<file path="config.mk">
export PLATFORM = sky130hd
export DESIGN_NAME = cache_mem_arbiter_flat
export DESIGN_NICKNAME = d
export VERILOG_FILES = /design/src/rtl/cpu_types_pkg.sv /design/src/rtl/cache_mem_arbiter_if.sv /design/src/rtl/cache_mem_arbiter_starve_ctr.sv /design/src/rtl/cache_mem_arbiter.sv /design/src/flat_wrapper.sv
export SDC_FILE = /design/constraint.sdc
export NUM_CORES = 1
export LEC_CHECK = 0
export BUFFER_PORTS_ARGS = -buffer_cell sky130_fd_sc_hd__buf_2
export CORE_AREA = 2 2 103 105
export DETAILED_ROUTE_END_ITERATION = 10
export DIE_AREA = 0 0 105 107
export GPL_TIMING_DRIVEN = 0
export PLACE_DENSITY = 0.48
export SLEW_MARGIN = 10
export SYNTH_ARGS = -nofsm -noshare
export SYNTH_HDL_FRONTEND = slang
export SYNTH_SLANG_ARGS = --single-unit
</file>
<file path="constraint.sdc">
create_clock -name CLK -period 3.9 [get_ports CLK]
set_clock_uncertainty 0.2 [all_clocks]
set_input_delay 1.17 -clock CLK [delete_from_list [all_inputs] [get_ports CLK]]
set_output_delay 1.17 -clock CLK [all_outputs]
set_load 0.01 [all_outputs]
</file>
<file path="src/rtl/cpu_types_pkg.sv">
// Shared CPU types: RAM handshake state, data word, and the
// memory arbiter's owner encoding.
package cpu_types_pkg;

    localparam int WORD_W_DEF   = 32;
    localparam int BLK_WORD_BIT = 2;

    typedef logic [WORD_W_DEF-1:0] word_t;

    typedef enum logic [1:0] {
        FREE   = 2'd0,
        BUSY   = 2'd1,
        ACCESS = 2'd2,
        ERROR  = 2'd3
    } ramstate_t;

    typedef enum logic [1:0] {
        IDLE  = 2'd0,
        I_OWN = 2'd1,
        D_OWN = 2'd2
    } arb_owner_t;

endpackage

</file>
<file path="src/rtl/cache_mem_arbiter_if.sv">
// Cache-side and RAM-side signal bundle of the memory arbiter.
// ARB_STATS_EN adds the grant/starvation statistics outputs.
interface cache_mem_arbiter_if #(
    parameter int WORD_W = 32
);
    import cpu_types_pkg::*;

    logic              iREN;
    logic [WORD_W-1:0] iaddr;
    logic [WORD_W-1:0] iload;
    logic              iwait;
    logic              dREN;
    logic              dWEN;
    logic [WORD_W-1:0] daddr;
    logic [WORD_W-1:0] dstore;
    logic [WORD_W-1:0] dload;
    logic              dwait;
    logic              ramREN;
    logic              ramWEN;
    logic [WORD_W-1:0] ramaddr;
    logic [WORD_W-1:0] ramstore;
    logic [WORD_W-1:0] ramload;
    ramstate_t         ramstate;
`ifdef ARB_STATS_EN
    logic [WORD_W-1:0] igrant_cnt;
    logic [WORD_W-1:0] dgrant_cnt;
    logic [WORD_W-1:0] starve_evt_cnt;
`endif

    modport master (
        output iREN, iaddr, dREN, dWEN, daddr, dstore,
        output ramload, ramstate,
        input  iload, iwait, dload, dwait,
        input  ramREN, ramWEN, ramaddr, ramstore
`ifdef ARB_STATS_EN
        , input igrant_cnt, dgrant_cnt, starve_evt_cnt
`endif
    );

    modport slave (
        input  iREN, iaddr, dREN, dWEN, daddr, dstore,
        input  ramload, ramstate,
        output iload, iwait, dload, dwait,
        output ramREN, ramWEN, ramaddr, ramstore
`ifdef ARB_STATS_EN
        , output igrant_cnt, dgrant_cnt, starve_evt_cnt
`endif
    );

endinterface

</file>
<file path="src/rtl/cache_mem_arbiter_starve_ctr.sv">
// Saturating icache starvation counter; clear wins over increment.
module arb_starve_ctr #(
    parameter int SCW        = 4,
    parameter int STARVE_MAX = 8
) (
    input  logic           clk,
    input  logic           rst,
    input  logic           inc,
    input  logic           clr,
    output logic [SCW-1:0] cnt,
    output logic           sat
);

    assign sat = (cnt >= SCW'(STARVE_MAX));

    always_ff @(posedge clk or posedge rst) begin
        if (rst) begin
            cnt <= '0;
        end else if (clr) begin
            cnt <= '0;
        end else if (inc && !sat) begin
            cnt <= cnt + 1'b1;
        end
    end

endmodule

</file>
<file path="src/rtl/cache_mem_arbiter.sv">
// Icache/dcache arbiter for the single-port RAM with dcache block lock
// and icache starvation relief. ARB_STATS_EN adds grant statistics.
module cache_mem_arbiter
    import cpu_types_pkg::*;
#(
    parameter int WORD_W     = 32,
    parameter int STARVE_MAX = 8,
    parameter int SCW        = 4
) (
    input logic                 CLK,
    input logic                 RST,
    cache_mem_arbiter_if.slave  bus
);

    arb_owner_t        owner, owner_nx;
    logic              ireq, dreq, done, arb_pt;
    logic              starve_sat;
    logic [SCW-1:0]    starve;
    logic              ram_ren, ram_wen, iwait, dwait;
    logic [WORD_W-1:0] ram_addr, ram_store, iload, dload;

    assign ireq   = bus.iREN;
    assign dreq   = bus.dREN | bus.dWEN;
    assign done   = (bus.ramstate == ACCESS);
    assign arb_pt = (done && bus.daddr[BLK_WORD_BIT]) || !dreq;

    always_ff @(posedge CLK or posedge RST) begin
        if (RST) begin
            owner <= IDLE;
        end else begin
            owner <= owner_nx;
        end
    end

    always_comb begin
        owner_nx  = owner;
        ram_ren   = 1'b0;
        ram_wen   = 1'b0;
        ram_addr  = '0;
        ram_store = '0;
        iload     = '0;
        dload     = '0;
        iwait     = 1'b1;
        dwait     = 1'b1;
        unique case (owner)
            IDLE: begin
                if (dreq)      owner_nx = D_OWN;
                else if (ireq) owner_nx = I_OWN;
            end
            I_OWN: begin
                ram_ren  = bus.iREN;
                ram_addr = bus.iaddr;
                iload    = bus.ramload;
                iwait    = ~done;
                if (!ireq)     owner_nx = IDLE;
                else if (done) owner_nx = dreq ? D_OWN : I_OWN;
            end
            D_OWN: begin
                // a simultaneous read+write request is a write
                ram_wen   = bus.dWEN;
                ram_ren   = bus.dREN & ~bus.dWEN;
                ram_addr  = bus.daddr;
                ram_store = bus.dstore;
                dload     = bus.ramload;
                dwait     = ~done;
                if (arb_pt) begin
                    if (ireq && starve_sat) owner_nx = I_OWN;
                    else if (dreq)          owner_nx = D_OWN;
                    else if (ireq)          owner_nx = I_OWN;
                    else                    owner_nx = IDLE;
                end
            end
            default: owner_nx = IDLE;
        endcase
    end

    arb_starve_ctr #(
        .SCW        (SCW),
        .STARVE_MAX (STARVE_MAX)
    ) u_starve (
        .clk (CLK),
        .rst (RST),
        .inc (owner == D_OWN && ireq),
        .clr (owner_nx == I_OWN),
        .cnt (starve),
        .sat (starve_sat)
    );

    assign bus.ramREN   = ram_ren;
    assign bus.ramWEN   = ram_wen;
    assign bus.ramaddr  = ram_addr;
    assign bus.ramstore = ram_store;
    assign bus.iload    = iload;
    assign bus.dload    = dload;
    assign bus.iwait    = iwait;
    assign bus.dwait    = dwait;

`ifdef ARB_STATS_EN
    logic [WORD_W-1:0] igrant_cnt, dgrant_cnt, starve_evt_cnt;

    always_ff @(posedge CLK or posedge RST) begin
        if (RST) begin
            igrant_cnt     <= '0;
            dgrant_cnt     <= '0;
            starve_evt_cnt <= '0;
        end else begin
            if (owner == I_OWN && done)
                igrant_cnt <= igrant_cnt + 1'b1;
            if (owner == D_OWN && done)
                dgrant_cnt <= dgrant_cnt + 1'b1;
            if (owner == D_OWN && arb_pt && ireq && starve_sat)
                starve_evt_cnt <= starve_evt_cnt + 1'b1;
        end
    end

    assign bus.igrant_cnt     = igrant_cnt;
    assign bus.dgrant_cnt     = dgrant_cnt;
    assign bus.starve_evt_cnt = starve_evt_cnt;
`endif

endmodule

</file>
<file path="src/flat_wrapper.sv">
// flat-port wrapper written by rule: the top's interface ports become plain ports
module cache_mem_arbiter_flat import cpu_types_pkg::*;
#(
    parameter int WORD_W     = 32,
    parameter int STARVE_MAX = 8,
    parameter int SCW        = 4
)
  (CLK, RST, bus_iREN, bus_iaddr, bus_dREN, bus_dWEN, bus_daddr, bus_dstore, bus_ramload, bus_ramstate, bus_iload, bus_iwait, bus_dload, bus_dwait, bus_ramREN, bus_ramWEN, bus_ramaddr, bus_ramstore);
  cache_mem_arbiter_if #(.WORD_W(WORD_W)) bus_i ();
  input logic CLK;
  input logic RST;
  input wire logic [$bits(bus_i.iREN)-1:0] bus_iREN;
  input wire logic [$bits(bus_i.iaddr)-1:0] bus_iaddr;
  input wire logic [$bits(bus_i.dREN)-1:0] bus_dREN;
  input wire logic [$bits(bus_i.dWEN)-1:0] bus_dWEN;
  input wire logic [$bits(bus_i.daddr)-1:0] bus_daddr;
  input wire logic [$bits(bus_i.dstore)-1:0] bus_dstore;
  input wire logic [$bits(bus_i.ramload)-1:0] bus_ramload;
  input wire logic [$bits(bus_i.ramstate)-1:0] bus_ramstate;
  output wire logic [$bits(bus_i.iload)-1:0] bus_iload;
  output wire logic [$bits(bus_i.iwait)-1:0] bus_iwait;
  output wire logic [$bits(bus_i.dload)-1:0] bus_dload;
  output wire logic [$bits(bus_i.dwait)-1:0] bus_dwait;
  output wire logic [$bits(bus_i.ramREN)-1:0] bus_ramREN;
  output wire logic [$bits(bus_i.ramWEN)-1:0] bus_ramWEN;
  output wire logic [$bits(bus_i.ramaddr)-1:0] bus_ramaddr;
  output wire logic [$bits(bus_i.ramstore)-1:0] bus_ramstore;
  assign bus_i.iREN = bus_iREN;
  assign bus_i.iaddr = bus_iaddr;
  assign bus_i.dREN = bus_dREN;
  assign bus_i.dWEN = bus_dWEN;
  assign bus_i.daddr = bus_daddr;
  assign bus_i.dstore = bus_dstore;
  assign bus_i.ramload = bus_ramload;
  assign bus_i.ramstate = bus_ramstate;
  assign bus_iload = bus_i.iload;
  assign bus_iwait = bus_i.iwait;
  assign bus_dload = bus_i.dload;
  assign bus_dwait = bus_i.dwait;
  assign bus_ramREN = bus_i.ramREN;
  assign bus_ramWEN = bus_i.ramWEN;
  assign bus_ramaddr = bus_i.ramaddr;
  assign bus_ramstore = bus_i.ramstore;
  cache_mem_arbiter #(.WORD_W(WORD_W), .STARVE_MAX(STARVE_MAX), .SCW(SCW)) u_core (.CLK(CLK), .RST(RST), .bus(bus_i));
endmodule
</file>
==> results of run 1 <==
==> worst max-delay path, delay by kind of cell, from the launching register on <==
kind	cells	cell delay, ns
adders and majority gates	1	0.19
buffers and inverters	5	1.05
and+or+nand+nor	1	0.18
DFF	1	0.44
==> registers in the layout, indices dropped and copies added, names as in the netlist <==
name                 count
u_core.owner             2
u_core.u_starve.cnt      4
==> metrics by stage <==
step / hold WS, ns / setup WS [ns]
finish: 0.382 / 0.448
global route: 0.424 / 0.260
CTS: 0.387 / 0.380
detailed placement: 0.379 / 0.618
global placement: 0.374 / 0.635
floorplan: 0.334 / 1.04
==> routing by layer <==
layer | vias to the layer above | GRT usage [%] | wire [um]
li1 | 1320 | - | -
met1 | 1188 | 16.2 | 3450
met2 | 115 | 27.3 | 4540
met3 | 4 | 2.13 | 551
met4 | 0 | 1.43 | 33
met5 | - | 0 | 0
==> power breakdown <==
group          total [mW]  switching [mW]  internal, mW
combinational        1.54           0.849         0.689
clock              0.0915          0.0253        0.0662
sequential          0.126          0.0341        0.0915
total                1.76           0.909         0.847
==> final cells by class <==
class | count | area (um2) | share of cell area (%)
Clock buffer | 3 | 41.3 | 1.30
Inverter | 5 | 18.8 | 0.590
Sequential cell | 6 | 150 | 4.72
Buffer | 22 | 96.3 | 3.03
Multi-Input combinational cell | 203 | 1380 | 43.2
Timing Repair Buffer | 266 | 1330 | 41.8
Tap cell | 136 | 170 | 5.35
==> cell usage in the layout (no fill, tap or decap), types with 2 or more instances in the layout <==
cell type and n:
inv_1 5, and2_1 98, nand2_1 7, clkbuf_1 16, buf_2 271, mux2i_1 2
a22oi_1 32, ha_1 6, nor2_1 4, o21ai_0 3, clkbuf_8 3, dfrtp_1 6
nor2b_1 32, a21oi_1 4
==> kinds of logic (layout without fill, tap and decap cells) <==
kind of cell	count (synthesis)	in the layout	synth area share (%)
AND/OR/NAND/NOR	146	146	54.9
AO/OA/AOI/OAI	46	46	21.1
buffers and inverters	27	296	7.02
adder cells (fa/ha/maj)	6	6	4.58
flip-flops	6	6	9.15
multiplexers	3	3	2.14
XOR/XNOR	2	2	1.07
==> final timing paths <==
| check | start | slack, ns | cells past startpoint | endpoint |
|---|---|---|---|---|
| min in group asynchronous | RST | 0.66 | 2 | u_core.u_starve.cnt[1] |
| worst min register to register | u_core.u_starve.cnt[2] | 0.38 | 2 | u_core.u_starve.cnt[2] |
| worst max register to register | u_core.owner[0] | 1.89 | 7 | u_core.u_starve.cnt[1] |
| worst min-delay path | u_core.u_starve.cnt[2] | 0.38 | 2 | u_core.u_starve.cnt[2] |
| max in group asynchronous | RST | 2.64 | 2 | u_core.owner[0] |
| worst max-delay path | u_core.owner[0] | 0.45 | 7 | bus_dload[2] |
==> flow_summary_export.csv, run 1 <==
group,metric,value,unit
yosys,synth_area,1640,um2
placed_design,dpl.cell_count,638,
worst_setup_path,path_max_fanout,10,
clock_tree,clk_latency,0.22,ns
sta,rsz0062_at_grt,"false",
pwr,power,1.76,mW
sta,hold_viol_final,0,
worst_setup_path,path_cells,"inv_1 > ha_1 > buf_2 > buf_2 > clkbuf_1 > and2_1 > buf_2",
placed_design,placedInstanceArea,3140,um2
routing,drc,0,
clock_tree,holdBufCountCts,0,
global_route,grt_pass1_vias,2536,
yosys,ys_seq_elements,6,
global_route,grt_usage,13.9,%
floorplanning,start_util,16.3,%
floorplanning,ios,267,
sta,slew_violations,0,
final_layout,drive_above_1_share,55.6,%
pwr,p_per_area,551,nW/um2
yosys,synthFlopType,"dfrtp_1",
routing,avgViaCountPerCell,4.10,
clock_tree,post-cts-setup-buffers,0,
clock_tree,clock_path_buffers,2,
worst_setup_path,worst_path_max_delay_cell,"dfrtp_1",
clock_tree,post_cts_resized,0,
clock_tree,clock-sinks,6,
final_layout,fin_util,31.5,%
global_route,grt_max_degree,11,
routing,num_vias,2627,
yosys,syn_inst,236,
final_layout,nNetsFinal,648,
yosys,synth_common_cells,"and2_1 (98), a22oi_1 (32), nor2b_1 (32), clkbuf_1 (16), nand2_1 (7)",
worst_setup_path,cp_common_cell,"buf_2",
worst_setup_path,critPathKind,"flop to output pin",
run,drv_cap,0,
sta,final.period_utilization,88.5,%
yosys,ys_types,29,
worst_setup_path,worstSetupEndpointType,"output pin",
yosys,syn_avg_cell_area,6.95,um2
final_layout,syn_to_final_growth,94.1,%
clock_tree,ctsHtreeMaxLevel,1,
run_status,outcome,"completed",
floorplanning,rows,37,
yosys,synthTopCellsByArea,"and2_1 (37%), a22oi_1 (15%), nor2b_1 (12%)",
sta,worst_slew_pin_slew,0.466,ns
yosys,synth_fp_nets,377,
placed_design,dp_hpwl,7.49,mm
sta,clock.fmax,290,MHz
floorplanning,fp.coreArea,10100,um2
yosys,synth.yosys.seq_area_share,9.15,%
yosys,yosysTopAreaCell,"and2_1",
final_layout,final_cells,641,
worst_setup_path,cp.required,2.53,ns
yosys,synth_most_common_cell,"and2_1",
worst_hold_path,hold_path_class,"flop to flop",
floorplanning,die-area,11200,um2
placed_design,gp_congestion,0.801,
clock_tree,clk_pin_slew,0.04,ns
final_layout,fillCellCount,1163,
routing,finalWirelength,8.58,mm
sta,setup_viol,0,
yosys,synth_edf_count,0,
yosys,yosys.area.top_type_share,37.4,%
pwr,vdd_ir_drop_max,0.256,mV
floorplanning,chipWidth,105,um
clock_tree,root_buffer,"clkbuf_8",
final_layout,final_cell_area,3180,um2
floorplanning,die_h,107,um
global_route,grt_pass1_wl,12.8,mm
global_route,grt_overflow,0,
worst_setup_path,critPathMaxStageDelay,0.44,ns
yosys,synthArstFlopShare,100,%
worst_setup_path,cp.arrival,2.08,ns
sta,min_period,3.45,ns
yosys,ys_warn_count,0,
routing,first_pass_iters,4,
sta,setup_tns,0,ns
sta,slew_headroom,68.9,%
routing,post_drt_wl_per_cell,13.4,um
pwr,p_leak,1.88,nW
worst_setup_path,start_kind,"flop",
clock_tree,numCtsBuffers,3,
global_route,grt_antenna_before_repair,0,
placed_design,port_buffers,266,
clock_tree,cts_tree,"yes",
routing,antenna_left,0,
routing,drt-initial-drc-count,125,
final_layout,diodes,0,
(Power assumes the default switching activity.)
==> inputs of run 2 (changes only) <==
Settings changed: BUFFER_PORTS_ARGS -buffer_cell sky130_fd_sc_hd__buf_2 to unset, DONT_BUFFER_PORTS set to 1, PLACE_DENSITY 0.48 to 0.3.
==> run 2 against run 1 <==
Net effect: combinational power down 24%; final area down 42%; highest routed layer unchanged; largest power group unchanged; global-route usage down 2.3 points; first-iteration DRC count down 16%; sequential share of layout area up 3.4 points; power down 21%; via count down 34%; clock power up 3.8%; die area unchanged; wire length down 12%; non-clock buffer count down 266.
==> flow_summary_export.csv, run 2 (synthesis gave the netlist of run 1 again) <==
group,metric,value,unit
worst_setup_path,cp.buffers_inverters,3,
floorplanning,start_util,16.3,%
worst_setup_path,critPathMaxStageDelay,0.44,ns
worst_setup_path,crit_start,"u_core.owner[1]",
routing,finalWirelength,7.54,mm
worst_setup_path,cp_num_cells,6,
worst_setup_path,cp-endpoint,"bus_ramaddr[2]",
pwr,switching_power,0.836,mW
worst_setup_path,path_cells,"inv_1 > ha_1 > buf_2 > clkbuf_1 > a22oi_1 > nor2b_1",
worst_setup_path,ff2ff_setup_slack,1.88,ns
floorplanning,die-area,11200,um2
floorplanning,ios,267,
sta,hold_viol_final,0,
clock_tree,root_buffer,"clkbuf_8",
floorplanning,fp.coreArea,10100,um2
global_route,grt_pass1_vias,1635,
run,drv_cap,0,
sta,worst_slew_pin_slew,0.512,ns
final_layout,nNetsFinal,382,
worst_hold_path,hold_path_depth,1,
clock_tree,clk_latency,0.22,ns
clock_tree,cts_tree,"yes",
final_layout,final_cell_mix,"and2_1 (98), a22oi_1 (32), nor2b_1 (32), clkbuf_1 (16), nand2_1 (7)",
run_status,outcome,"completed",
clock_tree,post-cts-setup-buffers,0,
worst_setup_path,start_kind,"flop",
routing,num_vias,1721,
floorplanning,die_h,107,um
sta,setup_viol,0,
final_layout,largest_register_ffs,4,
final_layout,regMostFlops,"u_core.u_starve.cnt",
clock_tree,post_cts_resized,0,
routing,drt-initial-drc-count,105,
sta,slew_headroom,65.8,%
worst_setup_path,r2r-start,"u_core.owner[0]",
pwr,pwr-share-seq,9.0,%
clock_tree,holdBufCountCts,0,
final_layout,final_common_cell,"and2_1",
pwr,comb_power_share,84.2,%
final_layout,diodes,0,
worst_setup_path,critical-path-top-delay-family,"buffers and inverters",
placed_design,dp_hpwl,6.52,mm
final_layout,fillCellCount,1143,
pwr,vdd_ir_drop_max,0.260,mV
routing,first_pass_iters,4,
clock_tree,numCtsBuffers,3,
sta,slew_violations,0,
clock_tree,clock-sinks,6,
routing,drc,0,
global_route,grt_max_degree,11,
worst_setup_path,r2r_end,"u_core.u_starve.cnt[0]",
placed_design,gp_congestion,0.766,
final_layout,top_regs,"u_core.u_starve.cnt (4), u_core.owner (2)",
clock_tree,clock_path_buffers,2,
worst_hold_path,min-delay-start,"u_core.u_starve.cnt[3]",
worst_setup_path,cp.arrival,2.17,ns
global_route,grt_pass1_wl,10.1,mm
final_layout,drive_above_1_share,6.28,%
worst_setup_path,cp.required,2.53,ns
sta,clock.fmax,282,MHz
pwr,power.internal,0.557,mW
sta,rsz0062_at_grt,"false",
global_route,grt_usage,11.6,%
sta,final.period_utilization,90.8,%
worst_setup_path,path_max_fanout,10,
global_route,grt_antenna_before_repair,0,
routing,avgViaCountPerCell,4.59,
pwr,p_leak,0.680,nW
floorplanning,rows,37,
worst_setup_path,r2r_cells,6,
routing,antenna_left,0,
routing,post_drt_wl_per_cell,20.1,um
worst_setup_path,worst_path_max_delay_cell,"clkbuf_1",
clock_tree,clk_pin_slew,0.04,ns
placed_design,port_buffers,0,
worst_setup_path,critPathKind,"flop to output pin",
sta,worst_hold_slack,0.393,ns
worst_hold_path,hold_path_class,"flop to flop",
pwr,p_per_area,752,nW/um2
worst_setup_path,worstSetupEndpointType,"output pin",
floorplanning,chipWidth,105,um
final_layout,syn_to_final_growth,12.9,%
global_route,grt_overflow,0,
pwr,swShare,60.0,%
pwr,clkPwrFrac,6.8,%
clock_tree,ctsHtreeMaxLevel,1,
sta,setup_tns,0,ns
sta,min_period,3.54,ns
==> run 2: how the worst min path moves through the flow <==
stage / to / slack (ns)
CTS: u_core.u_starve.cnt[3] / 0.40
floorplan: u_core.u_starve.cnt[2] / 0.33
finish: u_core.u_starve.cnt[3] / 0.39
global route: u_core.u_starve.cnt[3] / 0.41
global placement: u_core.u_starve.cnt[2] / 0.38
detailed placement: u_core.u_starve.cnt[3] / 0.39
==> run 2: per-layer routing <==
layer  vias to the layer above  wire length, um  global-route usage (%)  share of wire, %
met5                         -                0                       0                 0
met4                         0               80                    2.76               1.1
met3                         6              508                    2.67               6.7
met2                        93             3850                    20.1                51
met1                       839             3100                    14.6                41
li1                        783                -                       -                 -
==> run 2: layout make-up <==
class / instances / area, um2 / share of cell area [%]
Multi-Input combinational cell: 203 / 1380 / 74.3
Tap cell: 136 / 170 / 9.19
Sequential cell: 6 / 150 / 8.11
Buffer: 22 / 96.3 / 5.20
Clock buffer: 3 / 41.3 / 2.23
Inverter: 5 / 18.8 / 1.01
==> run 2: stage by stage <==
| stage | std cells | total power [mW] | worst slack [ns] | util (%) | cell area (um2) |
|---|---|---|---|---|---|
| after detailed placement | 372 | 1.31 | 0.522 | 17.9 | 1810 |
| after floorplan | 236 | 1.05 | 1.04 | - | 1640 |
| final | 375 | 1.39 | 0.357 | 18.3 | 1850 |
| after global placement | 372 | 1.31 | 0.545 | 17.9 | 1810 |
| after global routing | 375 | 1.52 | 0.142 | 18.3 | 1850 |
| after CTS | 375 | 1.41 | 0.271 | 18.3 | 1850 |
==> run 2: power by group through the flow <==
stage	registers [mW]	clock network [mW]	logic, mW
after floorplan	0.116	0	0.933
after global placement	0.126	0	1.18
after detailed placement	0.126	0	1.19
after CTS	0.125	0.0968	1.19
after global routing	0.131	0.102	1.29
final	0.125	0.0950	1.17
